## src/rtl/cond_sink_burst.sv

```systemverilog
`timescale 1ns/1ps
// Burst-controlled conditional sink: one control token selects whether the next
// ctl_len+1 data tokens are forwarded through an output FIFO or dropped and counted.
module cond_sink_burst #(
  parameter int N     = 32,
  parameter int DEPTH = 4,   // power of two, >= 2
  parameter int LW    = 4,
  parameter int CW    = 16
) (
  input  logic          clk,
  input  logic          rst,
  input  logic          r_i,
  output logic          a_i,
  input  logic [N-1:0]  d_i,
  input  logic          ctl_a,
  input  logic          ctl_b,
  input  logic [LW-1:0] ctl_len,
  output logic          actl_i,
  output logic          r_o,
  input  logic          a_o,
  output logic [N-1:0]  d_o,
  output logic [CW-1:0] drop_cnt,
  output logic          err
);

  localparam int AW = $clog2(DEPTH);

  typedef enum logic [1:0] {
    IDLE = 2'd0,
    PASS = 2'd1,
    DROP = 2'd2
  } state_e;

  state_e        state_q, state_d;
  logic [LW-1:0] rem_q, rem_d;

  logic [AW-1:0] wr_ptr_q, wr_ptr_d;
  logic [AW-1:0] rd_ptr_q, rd_ptr_d;
  logic [AW:0]   count_q, count_d;
  logic [N-1:0]  mem_q [DEPTH];

  logic [CW-1:0] drop_cnt_q, drop_cnt_d;
  logic          err_q, err_d;

  logic ctl_fire, data_fire, push, pop, fifo_full;

  assign fifo_full = (count_q == (AW+1)'(DEPTH));
  assign ctl_fire  = actl_i & (ctl_a | ctl_b);
  assign data_fire = a_i & r_i;
  assign push      = data_fire & (state_q == PASS);
  assign pop       = r_o & a_o;

  // State register.
  // NOTE: sequential state uses non-blocking assignments so every register
  // samples the pre-edge values of the others.
  always_ff @(posedge clk or posedge rst) begin
    if (rst) begin
      state_q <= IDLE;
      rem_q   <= '0;
    end else begin
      state_q <= state_d;
      rem_q   <= rem_d;
    end
  end

  // Next-state logic.
  // NOTE: defaults at the top of every combinational block prevent latches.
  always_comb begin
    state_d = state_q;
    rem_d   = rem_q;
    case (state_q)
      IDLE: begin
        if (ctl_fire) begin
          rem_d   = ctl_len;
          state_d = (ctl_a & ~ctl_b) ? PASS : DROP;
        end
      end
      PASS, DROP: begin
        if (data_fire) begin
          if (rem_q == '0) state_d = IDLE;
          else             rem_d   = rem_q - 1'b1;
        end
      end
      default: state_d = IDLE;
    endcase
  end

  // Handshake outputs: held low throughout reset, otherwise a function of state
  // and FIFO fullness only, so no combinational path from any request.
  always_comb begin
    actl_i = 1'b0;
    a_i    = 1'b0;
    if (!rst) begin
      case (state_q)
        IDLE:    actl_i = 1'b1;
        PASS:    a_i    = ~fifo_full;
        DROP:    a_i    = 1'b1;
        default: ;
      endcase
    end
  end

  // FIFO control.
  always_comb begin
    wr_ptr_d = wr_ptr_q;
    rd_ptr_d = rd_ptr_q;
    count_d  = count_q;
    if (push) wr_ptr_d = wr_ptr_q + 1'b1;
    if (pop)  rd_ptr_d = rd_ptr_q + 1'b1;
    case ({push, pop})
      2'b10:   count_d = count_q + 1'b1;
      2'b01:   count_d = count_q - 1'b1;
      default: count_d = count_q;
    endcase
  end

  always_ff @(posedge clk or posedge rst) begin
    if (rst) begin
      wr_ptr_q <= '0;
      rd_ptr_q <= '0;
      count_q  <= '0;
    end else begin
      wr_ptr_q <= wr_ptr_d;
      rd_ptr_q <= rd_ptr_d;
      count_q  <= count_d;
    end
  end

  // NOTE: storage is not reset; occupancy alone decides what is valid.
  always_ff @(posedge clk) begin
    if (push) mem_q[wr_ptr_q] <= d_i;
  end

  assign r_o = (count_q != '0);
  assign d_o = mem_q[rd_ptr_q];

  // Drop counter saturates; error flag is sticky until reset.
  always_comb begin
    drop_cnt_d = drop_cnt_q;
    err_d      = err_q;
    if (data_fire && state_q == DROP && drop_cnt_q != '1)
      drop_cnt_d = drop_cnt_q + 1'b1;
    if (ctl_fire && ctl_a && ctl_b)
      err_d = 1'b1;
  end

  always_ff @(posedge clk or posedge rst) begin
    if (rst) begin
      drop_cnt_q <= '0;
      err_q      <= 1'b0;
    end else begin
      drop_cnt_q <= drop_cnt_d;
      err_q      <= err_d;
    end
  end

  assign drop_cnt = drop_cnt_q;
  assign err      = err_q;

endmodule

```

## config.mk

```make
export PLATFORM = sky130hd
export DESIGN_NAME = cond_sink_burst
export DESIGN_NICKNAME = d
export VERILOG_FILES = /design/src/rtl/cond_sink_burst.sv
export SDC_FILE = /design/constraint.sdc
export NUM_CORES = 1
export LEC_CHECK = 0
export ABC_CLOCK_PERIOD_IN_PS = 3300
export CORE_MARGIN = 3
export CORE_UTILIZATION = 25
export CTS_CLUSTER_DIAMETER = 120
export CTS_CLUSTER_SIZE = 25
export DETAILED_ROUTE_END_ITERATION = 8
export GPL_TIMING_DRIVEN = 0
export SYNTH_ARGS = -nofsm -noshare
export SYNTH_HDL_FRONTEND = slang
export SYNTH_SLANG_ARGS = --single-unit
export TNS_END_PERCENT = 30
```

## constraint.sdc

```tcl
create_clock -name clk -period 3.3 [get_ports clk]
set_input_delay 0.99 -clock clk [delete_from_list [all_inputs] [get_ports clk]]
set_output_delay 0.99 -clock clk [all_outputs]
set_load 0.02 [all_outputs]
```

=== Word-level counts from Yosys, hierarchy flattened ===
Memories as Yosys holds them, arrays and structs flattened.
Cells that the tools add are included.

* Memories: 1
* Word-level logic and storage cells: 60
* Bits in writable memories: 128
* Output and inout port bits: 52
* Register bits after elaboration: 30
* Input bits: 42

* Equality and inequality tests: 10
* Reduce and logical (&&, ||, !) cells: 12
* Mux-type cells: 16
* Bitwise logic cells: 8
* $add $sub $neg: 6

{| class="wikitable"
|+ Memories
! name !! words !! bits a word !! rd ports !! clocked after Yosys merged registers in !! write ports !! line !! source
|-
| mem_q || 4 || 32 || 1 || 0 || 1 || 40 || <nowiki>logic [N-1:0] mem_q [DEPTH];</nowiki>
|}

{| class="wikitable"
|+ Operators by type and width
! operator !! count
|-
| $add A16 B1 Y16 const B || 1
|-
| $ne A16 B16 Y1 const B || 1
|-
| $mux W4 || 3
|-
| $mux W2 || 4
|-
| $ne A2 B2 Y1 const B || 4
|-
| $pmux W4 S2 || 1
|-
| $pmux W3 S2 || 1
|-
| $and A1 B1 Y1 || 5
|-
| $mux W1 || 5
|-
| $add A2 B1 Y2 const B || 2
|-
| $eq A2 B1 Y1 const B || 2
|-
| $eq A2 B2 Y1 const B || 2
|-
| $logic_and A1 B1 Y1 || 4
|-
| $logic_not A4 Y1 || 1
|-
| $pmux W2 S2 || 1
|-
| $reduce_and A4 Y1 || 1
|-
| $reduce_bool A2 Y1 || 2
|-
| $sub A4 B1 Y4 const B || 1
|-
| $add A3 B1 Y3 const B || 1
|-
| $eq A3 B3 Y1 const B || 1
|-
| $reduce_and A3 Y1 || 1
|-
| $reduce_bool A3 Y1 || 1
|-
| $sub A3 B1 Y3 const B || 1
|-
| $logic_not A2 Y1 || 1
|-
| other kinds (4) || 5
|}

=== Depth between registers and ports, before layout ===
Gate-level depths: netlist of run 1.

* Word-level depth: 8
* Mapped depth: 13
* Mapped depth without buffers: 12

=== Worst setup path before layout of run 1 ===
OpenSTA, ideal clock, no wires.

* Path kind: input to register
* Start point: in rst
* End point: mem mem_q[0][0], enable pin
* Required time: 2908 ps
* Slack: 312 ps
* Arrival: 2596 ps
* Setup time: 392 ps
* Path buffers: 1
* Stages: 5
* Cell sequence: nand2b_1 -> nor3_1 -> and3_1 -> buf_2 -> and2_1

* Cells in the longest elaborated chain, start to end: 5

{| class="wikitable"
|+ Ends and longest elaborated chain
! item !! line !! source
|-
| from (decl) || 11 || <nowiki>input logic rst,</nowiki>
|-
| $mux W1 || 93 || <nowiki>if (!rst) begin</nowiki>
|-
| $and A1 B1 Y1 || 49 || <nowiki>assign data_fire = a_i & r_i;</nowiki>
|-
| $and A1 B1 Y1 || 50 || <nowiki>assign push = data_fire & (state_q == PASS);</nowiki>
|-
| $mux W1 || 131 || <nowiki>if (push) mem_q[wr_ptr_q] <= d_i;</nowiki>
|-
| $mux W1 (implied by the code) || 131 ||
|-
| to (decl) || 40 ||
|}

Every way passes these cells.

=== Final worst setup path of run 1 ===
* Start point: reg rd_ptr_q[0]
* End point: out d_o[8]

* Cells in the longest elaborated chain, start to end: 1

{| class="wikitable"
|+ Ends and longest elaborated chain
! item !! line !! source
|-
| from (decl) || 38 || <nowiki>logic [AW-1:0] rd_ptr_q, rd_ptr_d;</nowiki>
|-
| from (signal assigned) || 124 || <nowiki>rd_ptr_q <= rd_ptr_d;</nowiki>
|-
| $mem_v2 Z4 W32 || -- ||
|-
| to (decl) || 21 || <nowiki>output logic [N-1:0] d_o,</nowiki>
|}

Every way passes these cells.

==> key figures, run 1 <==
Setup path
  • Setup CP Type: reg2out
  • Data arrival, critical path: 2.21 ns
  • Crit. End Element: output pin
  • R2R setup slack: 0.50 ns
  • Critical path, cell by cell: buf_4 -> buf_8 -> mux4_2 -> clkdlybuf4s50_1
  • Max FO, Critical Path: 10
  • Crit start category: flop
  • Slowest stage cell, crit path: clkdlybuf4s50_1
  • Critical path required time: 2.31 ns
  • Slowest stage delay, CP: 0.55 ns

Run
  • Max Cap Viol: 0

Global route
  • Gr busiest metal: met2
  • Met1 Use GR: 11.8%
  • GR Util met3: 3.57%
  • Total track usage: 9.75%
  • GRT overflow: 0
  • Vias in the first global route: 3795
  • Routing usage on met2: 16.5%
  • Initial antenna violation count: 1
  • First-pass GRT wire length: 20900 um
  • Largest net degree at the start of global routing: 31

Outcome
  • Status: finished clean

Yosys
  • Area leader, netlist: edfxtp_1
  • Yosys reg bits: 158
  • Synth area leaders: edfxtp_1, dfrtp_1, mux4_2, ha_1, xor2_1
  • Top-count cell post-synth: edfxtp_1
  • EDFF count, synth: 128
  • Synth async-reset ratio: 19.0%
  • Seq/Total Area, Yosys: 71.5%
  • Cells after Synth: 346
  • Most used DFF post-synth: edfxtp_1
  • Synth unique cells: 48
  • Synthesized area: 6430 um^2
  • Syn_nets: 399
  • Synth cell count leaders: edfxtp_1, mux4_2, dfrtp_1
  • Yosys warns: 0
  • Top-area cell type share of the netlist area: 59.8%
  • Synth Area per Inst: 18.6 um^2

Drt
  • Drt initial violations: 183
  • DR pass1 iterations: 5
  • Vias per inst: 4.38
  • Routed wire length: 13200 um
  • Wire length per cell: 16.4 um
  • Antenna-violating nets left: 0
  • DRC viols: 0
  • DR vias: 3526

Timing
  • Actual slew at the worst max-slew pin: 0.710 ns
  • Period utilization: 96.9%
  • Final Critical Period: 3.20 ns
  • Final Hold Fails: 0
  • Worst Skew: 0.0151 ns
  • Max-slew violation count: 0
  • Rel. slew slack: 52.6%
  • Fmax: 313 MHz
  • Final worst setup slack: 0.102 ns
  • Setup violations, final: 0
  • Unrepaired setup endpoints after global routing: yes

Clock network
  • Root buffer cell: clkbuf_16
  • Clock Path Buffers: 2
  • Clock transition at the registers of the reported paths: 0.07 ns
  • CTS tree: yes
  • Max H-tree Level: 4
  • Clock sinks: 158
  • Post-CTS Hold Buffers: 0
  • Clock latency on the worst-skew pair: 0.41 ns
  • Number of CTS-inserted buffers: 17

Die
  • Die H: 166 um
  • Die footprint: 27700 um^2
  • I/O pin count: 94
  • Initial core utilization: 25.5%
  • Core Region: 25300 um^2
  • Cell Rows: 58
  • Die W: 166 um

Min path
  • Hold crit path type: reg2reg

Final layout
  • Final non-filler cell total: 805
  • Final core occ: 33.9%
  • Nets@finish: 515
  • Layout cells sized above 1: 19.8%
  • Finished Cell Area: 8570 um^2
  • Area growth syn-to-layout: 33.3%
  • Ant diodes: 0

Placement
  • Routability Congestion: 0.801
  • Worst slack at placement: -0.204 ns
  • Placed Cells: 773
  • Post-DP HPWL: 8820 um
  • Post-DP Area: 7860 um^2
  • PortBufs: 93

Pwr
  • PnR Total Power: 6.44 mW
  • PwrDens: 752 nW/um^2
  • VDD IR-drop max: 358 uV
  • Leakage: 3.22 nW
-- metal layers --
layer / up-vias / part of all wire (%)
met5: - / 0.068
met1: 1820 / 43
met4: 2 / 1.0
met2: 88 / 51
li1: 1602 / -
met3: 14 / 4.7
-- power breakdown --
group          switching (mW)  total [mW]  internal (mW)
sequential              0.120        2.38           2.26
combinational            1.07        2.12           1.05
clock                   0.806        1.93           1.13
total                    2.00        6.44           4.44
-- per-stage QoR --
step | hold slack (ns) | TNS, ns
CTS | 0.497 | 0
global placement | 0.454 | -142.27
detailed placement | 0.477 | -15.67
floorplan | 0.468 | 0
finish | 0.491 | 0
global route | 0.519 | -0.0293
-- repair_timing --
item                                   CTS  global route
pin swaps                                0             0
buffers inserted                         0             0
setup endpoints to repair               31            27
endpoints found under the hold margin    0             0
gates resized for setup                 16            28
-- cell type report --
type / count / area [um^2]
inverters: 17 / 63.8
repair buffers: 98 / 1100
flip-flops and latches: 158 / 4590
clock buffers: 18 / 429
multi-input cells: 161 / 1730
well taps: 330 / 413
clock inverters: 14 / 156
plain buffers: 9 / 81.3
fillers: 2424 / 16700
-- cells by family after synthesis --
| logic type | after synthesis | synth area share, % |
|---|---|---|
| AO/OA/AOI/OAI | 27 | 2.90 |
| XOR/XNOR | 16 | 2.18 |
| adder cells (fa/ha/maj) | 11 | 2.26 |
| buffers and inverters | 27 | 1.69 |
| flip-flops | 158 | 71.5 |
| multiplexers | 38 | 12.2 |
| AND/OR/NAND/NOR | 69 | 7.28 |
-- critical path: cells and delay by family (launching register included) --
| kind | cells | cell delay [ns] |
|---|---|---|
| buffers and inverters | 3 | 0.95 |
| flip-flops | 1 | 0.32 |
| multiplexers | 1 | 0.52 |
-- worst paths after layout --
check                            startpoint  cells after the start           to
worst min-delay path                    err                      1          err
min in group asynchronous               rst                      2  wr_ptr_q[1]
worst max-delay path            rd_ptr_q[0]                      4       d_o[8]
worst min register to register          err                      1          err
worst max register to register   state_q[0]                     13   count_q[2]
max in group asynchronous               rst                      3  drop_cnt[9]
-- state kept, by name, indices dropped and copies added, names as in the netlist --
| signal | count |
|---|---|
| err | 1 |
| count_q | 3 |
| rem_q | 4 |
| drop_cnt | 16 |
| state_q | 2 |
| mem_q | 128 |
| wr_ptr_q | 2 |
| rd_ptr_q | 2 |
-- layout by cell type (no fill, tap or decap), types with 4 or more instances in the layout --
| cell | count |
|---|---|
| a21oi_1 | 6 |
| and2_2 | 4 |
| buf_12 | 4 |
| clkbuf_16 | 17 |
| clkdlybuf4s50_1 | 64 |
| clkinvlp_4 | 4 |
| dfrtp_1 | 30 |
| dlymetal6s2s_1 | 26 |
| edfxtp_1 | 128 |
| ha_1 | 10 |
| inv_1 | 17 |
| mux2i_1 | 4 |
| mux4_2 | 32 |
| nand2_1 | 8 |
| nand3_1 | 9 |
| nor2_1 | 11 |
| nor3_1 | 6 |
| o21ai_0 | 6 |
| xnor2_1 | 6 |
| xor2_1 | 10 |
(Power assumes the default switching activity.)
==> run 2: changes to the inputs <==
--- a/config.mk
+++ b/config.mk
@@ -5,7 +5,7 @@
 export SDC_FILE = /design/constraint.sdc
 export NUM_CORES = 1
 export LEC_CHECK = 0
-export ABC_CLOCK_PERIOD_IN_PS = 3300
+export ABC_CLOCK_PERIOD_IN_PS = 3600
 export CORE_MARGIN = 3
 export CORE_UTILIZATION = 25
 export CTS_CLUSTER_DIAMETER = 120
@@ -15,4 +15,3 @@
 export SYNTH_ARGS = -nofsm -noshare
 export SYNTH_HDL_FRONTEND = slang
 export SYNTH_SLANG_ARGS = --single-unit
-export TNS_END_PERCENT = 30
==> constraint.sdc (replaced) <==
create_clock -name clk -period 3.6 [get_ports clk]
set_input_delay 1.08 -clock clk [delete_from_list [all_inputs] [get_ports clk]]
set_output_delay 1.08 -clock clk [all_outputs]
set_load 0.02 [all_outputs]
==> run 2 against run 1 <==
Final cell count rose by 0.12%. Die area stayed put. Combinational power down 7%. Register-to-register slack gained 0.29 ns. Via count shrank 0.20%. Clock-buffer cell count is the same. Sequential power shrank 8.8%. First-iteration DRC count down 3.8%. Largest cell class unchanged. Critical path depth stayed put. Sequential share of layout area grew 0.50 points. Non-clock buffer count up 1. Utilization down 0.31 points.
==> key figures, run 2 (same netlist as run 1, synthesis figures left out) <==
Outcome
  • Status: finished clean (unchanged)

Clock network
  • Post-CTS setup buffers: 0 (unchanged)
  • Post-CTS Hold Buffers: 0 (unchanged)
  • Clock latency on the worst-skew pair: 0.41 ns (about the same)
  • Clock Path Buffers: 2 (unchanged)
  • Clock transition at the registers of the reported paths: 0.07 ns (about the same)
  • Clock sinks: 158 (unchanged)
  • Number of CTS-inserted buffers: 17 (unchanged)
  • Max H-tree Level: 4 (unchanged)
  • Root buffer cell: clkbuf_16 (unchanged)
  • CTS tree: yes (unchanged)

Global route
  • Largest net degree at the start of global routing: 31 (unchanged)
  • Vias in the first global route: 3787 (was 3795)
  • Initial antenna violation count: 1 (unchanged)
  • Met1 Use GR: 11.8% (about the same)
  • GR Util met3: 3.57% (unchanged)
  • First-pass GRT wire length: 20900 um (about the same)
  • GRT overflow: 0 (unchanged)
  • Routing usage on met2: 16.6% (was 16.5%)
  • Total track usage: 9.74% (was 9.75%)
  • Gr busiest metal: met2 (unchanged)

Drt
  • DR pass1 iterations: 4 (was 5)
  • DRC viols: 0 (unchanged)
  • Vias per inst: 4.37 (was 4.38)
  • Routed wire length: 13100 um (was 13200 um)
  • DR vias: 3519 (was 3526)
  • Wire length per cell: 16.3 um (was 16.4 um)
  • Drt initial violations: 176 (was 183)
  • Antenna-violating nets left: 0 (unchanged)

Setup path
  • R2R cell count: 13 (unchanged)
  • Crit. End Element: output pin (unchanged)
  • Max FO, Critical Path: 10 (unchanged)
  • Critical path required time: 2.52 ns (was 2.31 ns)
  • Setup CP Type: reg2out (unchanged)
  • Crit start category: flop (unchanged)
  • Data arrival, critical path: 2.41 ns (was 2.21 ns)

Timing
  • Setup violations, final: 0 (unchanged)
  • Period utilization: 96.9%
  • Max-slew violation count: 0 (unchanged)
  • Unrepaired setup endpoints after global routing: yes (unchanged)
  • Total negative slack: 0 ns (unchanged)
  • Rel. slew slack: 52.1% (was 52.6%)
  • Actual slew at the worst max-slew pin: 0.717 ns (was 0.710 ns)
  • Fmax: 287 MHz
  • Worst Skew: 0.0168 ns (was 0.0151 ns)
  • Final Hold Fails: 0 (unchanged)
  • Final Critical Period: 3.49 ns

Final layout
  • Commonest non-fill, non-tap cell in the layout: edfxtp_1 (unchanged)
  • Area growth syn-to-layout: 32.0% (was 33.3%)
  • Commonest cells after routing, fill and taps aside: edfxtp_1, clkdlybuf4s50_1, mux4_2 (unchanged)
  • Layout cells sized above 1: 19.7% (was 19.8%)
  • Filler instances: 2425 (was 2424)
  • Ant diodes: 0 (unchanged)
  • Max reg flops: 128 (unchanged)
  • Reg with most FFs: mem_q (unchanged)
  • FF/Latch Area: 4590 um^2 (unchanged)
  • Nets@finish: 516 (was 515)
  • Footprint of the multi-input gates: 1730 um^2 (unchanged)
  • Final non-filler cell total: 806 (was 805)

Die
  • Die H: 166 um (unchanged)
  • I/O pin count: 94 (unchanged)
  • Initial core utilization: 25.5% (unchanged)
  • Die footprint: 27700 um^2 (unchanged)
  • Die W: 166 um (unchanged)
  • Cell Rows: 58 (unchanged)
  • Core Region: 25300 um^2 (unchanged)

Placement
  • Post-DP HPWL: 8820 um (unchanged)
  • PortBufs: 93 (unchanged)
  • Placed Cells: 773 (unchanged)
  • Routability Congestion: 0.801 (unchanged)

Pwr
  • PwrDens: 698 nW/um^2 (was 752 nW/um^2)
  • Leakage: 3.00 nW (was 3.22 nW)
  • VDD IR-drop max: 318 uV (was 358 uV)

Min path
  • Hold path depth: 1 (unchanged)
  • Hold crit path type: reg2reg (unchanged)

Run
  • Max Cap Viol: 0 (unchanged)
[run 2: layout make-up]
cell class	count	share of cell area, %
well taps	330	4.86
repair buffers	98	12.3
plain buffers	10	0.693
clock inverters	14	1.84
multi-input cells	161	20.4
flip-flops and latches	158	54.1
inverters	17	0.752
clock buffers	18	5.05
[run 2: stage by stage]
stage	worst slack, ns	power [mW]	util [%]	cell area (um^2)	hold WS [ns]
final	0.113	5.92	33.6	8490	0.498
after global placement	-0.914	4.14	30.8	7770	0.454
after CTS	0.0448	6.02	33.5	8460	0.497
after floorplan	0.522	3.44	-	6430	0.468
after detailed placement	0.00621	4.20	31.1	7860	0.477
after global routing	-0.0236	6.24	33.6	8490	0.519
[run 2: final timing paths]
check,to,startpoint,slack (ns)
max in group asynchronous,drop_cnt[9],rst,1.86
min in group asynchronous,wr_ptr_q[1],rst,1.21
worst min register to register,err,err,0.50
worst min-delay path,err,err,0.50
worst max-delay path,d_o[17],rd_ptr_q[1],0.11
worst max register to register,count_q[2],state_q[0],0.79
[run 2: where the power goes]
group / switching (mW) / leakage, nW / internal, mW
Sequential: 0.0926 / 1.53 / 2.07
Clock: 0.742 / 0.275 / 1.03
Combinational: 1.01 / 1.20 / 0.974
Total: 1.84 / 3.00 / 4.08
[run 2: critical path, cell delays in order (launching register included)]
cell and delay [ns]:
dfrtp_1 0.32, clkbuf_1 0.36, clkbuf_2 0.39, mux4_2 0.36
clkdlybuf4s50_1 0.56
[run 2: routing by layer]
metal / share of wire (%) / wire length [um]
met5: 0.068 / 9
met4: 1.0 / 133
met3: 4.3 / 565
met2: 51 / 6710
met1: 44 / 5730
[run 2: what timing repair did]
| item | in CTS | in global routing |
|---|---|---|
| pin swaps | 0 | 0 |
| endpoints found under the setup margin | 29 | 16 |
| gates resized for setup | 7 | 3 |
| cloned | 0 | 0 |
==> RTL change 1 (config.mk and constraints of run 2) <==
Re-encode `state_e` (3 states) as one-hot, 3 bits wide.
--- a/src/rtl/cond_sink_burst.sv
+++ b/src/rtl/cond_sink_burst.sv
@@ -26,8 +26,8 @@
   localparam int AW = $clog2(DEPTH);
 
-  typedef enum logic [1:0] {
-    IDLE = 2'd0,
-    PASS = 2'd1,
-    DROP = 2'd2
+  typedef enum logic [2:0] {
+    IDLE = 3'b001,
+    PASS = 3'b010,
+    DROP = 3'b100
   } state_e;
 
Check against the original RTL: same outputs for any inputs over 4 cycles, from zero or initial values and one cycle with rst high; so few cycles prove little.
==> RTL change 1 against run 2 <==
  * Power decreased by 6.7%
  * Design area fell by 1.8%
  * Area after synthesis fell by 2.7%
  * Routed wire length down 1.2%
  * Clock skew decreased by 9.8 ps
  * Sequential cell count up 1
  * Worst setup slack better by 28 ps
  * Count of clock-buffer cells in the layout did not move
  * Largest cell class unchanged
==> RTL change 1: results (changes against run 2) <==
synth:
  syn_avg_cell_area_um2: 19.2  # +3.3%
  synth_cell_types: 38  # -21%
  synth-warning-count: 0  # unchanged
  synth_common_cells: "128 x edfxtp_1, 32 x mux4_2, 30 x dfrtp_1"
  seq_area_frac_synth_pct: 73.8  # +2.4 points
  synth_area_leaders: "edfxtp_1 61%, dfrtp_1 12%, mux4_2 12%"
  synth_ff_type: "edfxtp_1"
  synth_nets: 376  # -5.8%
  async_reset_ff_share_pct: 19.5  # +0.51 points
  synth_edf_count: 128  # unchanged
layout:
  num-fill-cells: 2305  # -4.9%
  n_antenna_cell: 0  # unchanged
  final_nets: 492  # -4.7%
  layout.cells.non_filler: 779  # -3.3%
  final_cell_area_um2: 8340  # -1.8%
  largest_reg_flops: 128  # unchanged
  final_layout_size_suffix_gt1_share_pct: 20.2  # +0.47 points
  regMostFlops: "mem_q"
clocking:
  cts-buffers-inserted: 17  # unchanged
  holdBufCountCts: 0  # unchanged
  clock_latency_ps: 410  # about the same
  path_clk_slew_ps: 70  # about the same
  cts_setup_buffers: 0  # unchanged
  clockBufferDepth: 2  # unchanged
  h-tree-depth: 4  # unchanged
detailed_routing:
  via_count: 3392  # -3.6%
  wl_per_cell_um: 16.7  # +2.2%
  drtPass1Iterations: 4  # unchanged
  drt-initial-drc-count: 194  # +10%
min_path:
  hp-class: "flop to flop"
  min_to: "err$_DFFE_PP0P_"
  hold_start: "err$_DFFE_PP0P_"
  holdPathStages: 1  # unchanged
grt:
  met3_usage_pct: 2.93  # -0.64 points
  grt_use_met1_pct: 12.6  # +0.79 points
  grt_util_met2_pct: 16.6  # +0.025 points
  grt_antenna_before_repair: 1  # unchanged
  grt_usage_pct: 9.94  # +0.19 points
  grt_pass1_wl_mm: 20.1  # -3.8%
  grt_max_degree: 32  # +3.2%
  grt_pass1_vias: 3598  # -5.0%
  top_usage_layer: "met2"
pwr:
  vdd_drop_max_mv: 0.275  # -14%
  p_leak_nw: 2.84  # -5.5%
placed_design:
  place.port_buffers: 93  # unchanged
  place_hpwl_mm: 8.44  # -4.3%
  gp_congestion: 0.775  # -3.2%
  placedCellCount: 747  # -3.4%
  placed_area_um2: 7700  # -2.0%
sta:
  worst_pin_slew_ps: 602  # -115 ps
  hold_slack_ps: 494  # -4.07 ps
  worst_clock_skew_ps: 6.94  # -9.82 ps
  finalSetupViolations: 0  # unchanged
run_status:
  status: "finished, final reports clean"
setup_path:
  r2r_cells: 5  # -8
  worstPathArrival_ps: 2380  # -30 ps
  regToRegEndpoint: "mem_q[3][13]$_DFFE_PP_"
  r2r_start: "state_q[2]$_DFFE_PP0P_"
  cp_max_fo: 10  # unchanged
  ff2ff_setup_slack_ps: 970  # +180 ps
==> RTL change 1: area by class of cell <==
class,instances,share of cell area (%)
flip-flops and latches,159,55.4
plain buffers,9,0.660
well taps,324,4.86
inverters,12,0.540
repair buffers,98,12.7
clock inverters,14,1.74
multi-input cells,145,18.9
clock buffers,18,5.15
==> RTL change 1: per-layer routing <==
metal | part of all wire (%) | wire length, um | up-vias
met4 | 0.81 | 105 | 2
met5 | 0.10 | 13 | -
met3 | 5.6 | 730 | 11
met1 | 44 | 5670 | 1736
li1 | - | - | 1520
met2 | 50 | 6470 | 123
==> RTL change 1: kinds of logic after synthesis <==
family,after synthesis,share of synthesized area [%]
multiplexers,34,11.9
XOR/XNOR,21,2.94
adder cells (fa/ha/maj),8,1.72
flip-flops,159,73.8
buffers and inverters,22,1.40
AND/OR/NAND/NOR,61,5.58
AO/OA/AOI/OAI,21,2.66
==> RTL change 1: worst max path at each step <==
| stage | startpoint | end | slack [ps] | cells after the start |
|---|---|---|---|---|
| floorplan | r_i | mem_q[0][0]$_DFFE_PP_ | 450 | 4 |
| finish | rd_ptr_q[1]$_DFFE_PP0P_ | d_o[17] | 140 | 4 |
| CTS | rd_ptr_q[1]$_DFFE_PP0P_ | d_o[24] | 4 | 4 |
| global placement | rst | mem_q[3][13]$_DFFE_PP_ | -1030 | 5 |
| detailed placement | rst | mem_q[3][3]$_DFFE_PP_ | -350 | 6 |
| global route | rd_ptr_q[1]$_DFFE_PP0P_ | d_o[17] | 20 | 4 |
==> RTL change 1: report_power, final <==
group | switching [mW] | total (mW) | internal, mW
Clock | 0.773 | 1.75 | 0.979
Combinational | 0.785 | 1.61 | 0.825
Sequential | 0.0952 | 2.16 | 2.07
==> RTL change 1: repair_timing <==
action / 4_1_cts / 5_1_grt
resized for setup: 9 / 6
endpoints found under the hold margin: 0 / 0
setup endpoints to repair: 30 / 70
==> RTL change 1: critical path, stage by stage (launching register included) <==
cell and delay, ps:
dfrtp_1 320, clkbuf_1 340, clkbuf_2 380, mux4_2 370, clkdlybuf4s50_1 560
==> RTL change 1: stage by stage <==
step                      setup slack [ps]  TNS, ps
after floorplan                        449        0
after global placement               -1030  -131770
after detailed placement              -351   -31800
after CTS                             3.53        0
after global routing                  20.1        0
final                                  141        0
==> RTL change 2 (settings of run 2) <==
Without the edit above. The parameter `CW` goes from 16 to 17.
--- a/src/rtl/cond_sink_burst.sv
+++ b/src/rtl/cond_sink_burst.sv
@@ -6,5 +6,5 @@
   parameter int DEPTH = 4,   // power of two, >= 2
   parameter int LW    = 4,
-  parameter int CW    = 16
+  parameter int CW    = 17
 ) (
   input  logic          clk,
Ports: changed (resized drop_cnt); port bits go from 94 to 95. No check against the original RTL was run, so the function may have changed too.
==> RTL change 2 against run 2 <==
  * Design area increased by 0.49%
  * Worst setup slack got worse by 12 ps
  * Area after synthesis increased by 0.12%
  * Fmax decreased by 0.33%
  * Routed wire length decreased by 1.5%
  * Power increased by 1.5%
  * Via count decreased by 4.5%
  * Sequential cell count increased by 1
  * Die area increased by 0.11%
  * Highest routed layer is now met4
==> RTL change 2: results (changes against run 2) <==
setup_path:
  startpoint: "rst"
  cp-endpoint: "actl_i"
  max_stage_delay_ps: 620  # +60 ps
  cp_max_fo: 6  # -4
  r2r_cells: 12  # -1
  ff2ff_setup_slack_ps: 910  # +120 ps
placed_design:
  place_hpwl_mm: 8.72  # -1.2%
  gp_congestion: 0.764  # -4.6%
  placed_area_um2: 7910  # +0.60%
  pre_cts_ws_ps: -13.5  # -19.7 ps
synth:
  seq_area_frac_synth_pct: 71.8  # +0.31 points
  synth_nets: 389  # -2.5%
  synth_area_leaders: "edfxtp_1 60%, dfrtp_1 12%, mux4_2 11%"
  syn_avg_cell_area_um2: 19.2  # +3.4%
  synthMuxAreaShare_pct: 12.6  # +0.39 points
  synth_fa_ha_area_share_pct: 2.45  # +0.19 points
  synth_compound_area_share_pct: 1.94  # -0.96 points
  synth_cell_types: 45  # -6.3%
pwr:
  vdd_drop_max_mv: 0.367  # +16%
grt:
  grt_pass1_vias: 3658  # -3.4%
  grt_pass1_wl_mm: 20.7  # -0.86%
  grt_max_degree: 32  # +3.2%
  grt_usage_pct: 9.61  # -0.13 points
sta:
  worst_clock_skew_ps: 11.3  # -5.48 ps
  worst_pin_slew_ps: 569  # -148 ps
  fmax_mhz: 286  # -0.33%
run_status:
  status: "finished, final reports clean"
layout:
  num-fill-cells: 2407  # -0.74%
  final_layout_size_suffix_gt1_share_pct: 21.9  # +2.1 points
  final_nets: 507  # -1.7%
detailed_routing:
  drt-initial-drc-count: 189  # +7.4%
  via_count: 3361  # -4.5%
clocking:
  post_cts_resized: 6  # -1
## RTL change 2: layout make-up
cell class	count	area, um2	area share, %
flip-flops and latches	159	4620	54.1
multi-input cells	146	1700	19.9
repair buffers	99	1080	12.6
clock buffers	17	425	4.99
well taps	330	413	4.84
clock inverters	15	161	1.89
inverters	19	71.3	0.836
plain buffers	11	66.3	0.777
## RTL change 2: kinds of logic after synthesis
kind of cell             Yosys count
AO/OA/AOI/OAI                     13
XOR/XNOR                          21
buffers and inverters             30
AND/OR/NAND/NOR                   59
flip-flops                       159
adder cells (fa/ha/maj)           12
multiplexers                      41
## RTL change 2: report_power, final
part	leakage, nW	internal, mW	switching [mW]
clock network	0.287	0.932	0.820
logic	1.18	1.02	1.05
registers	1.53	2.10	0.0915
## RTL change 2: per-layer routing
layer / vias to the layer above / GRT usage [%] / wire, um
li1: 1538 / - / -
met1: 1732 / 12.2 / 5770
met4: 0 / 2.44 / 136
met5: - / 0 / 0
met2: 79 / 16.2 / 6530
met3: 12 / 2.78 / 507
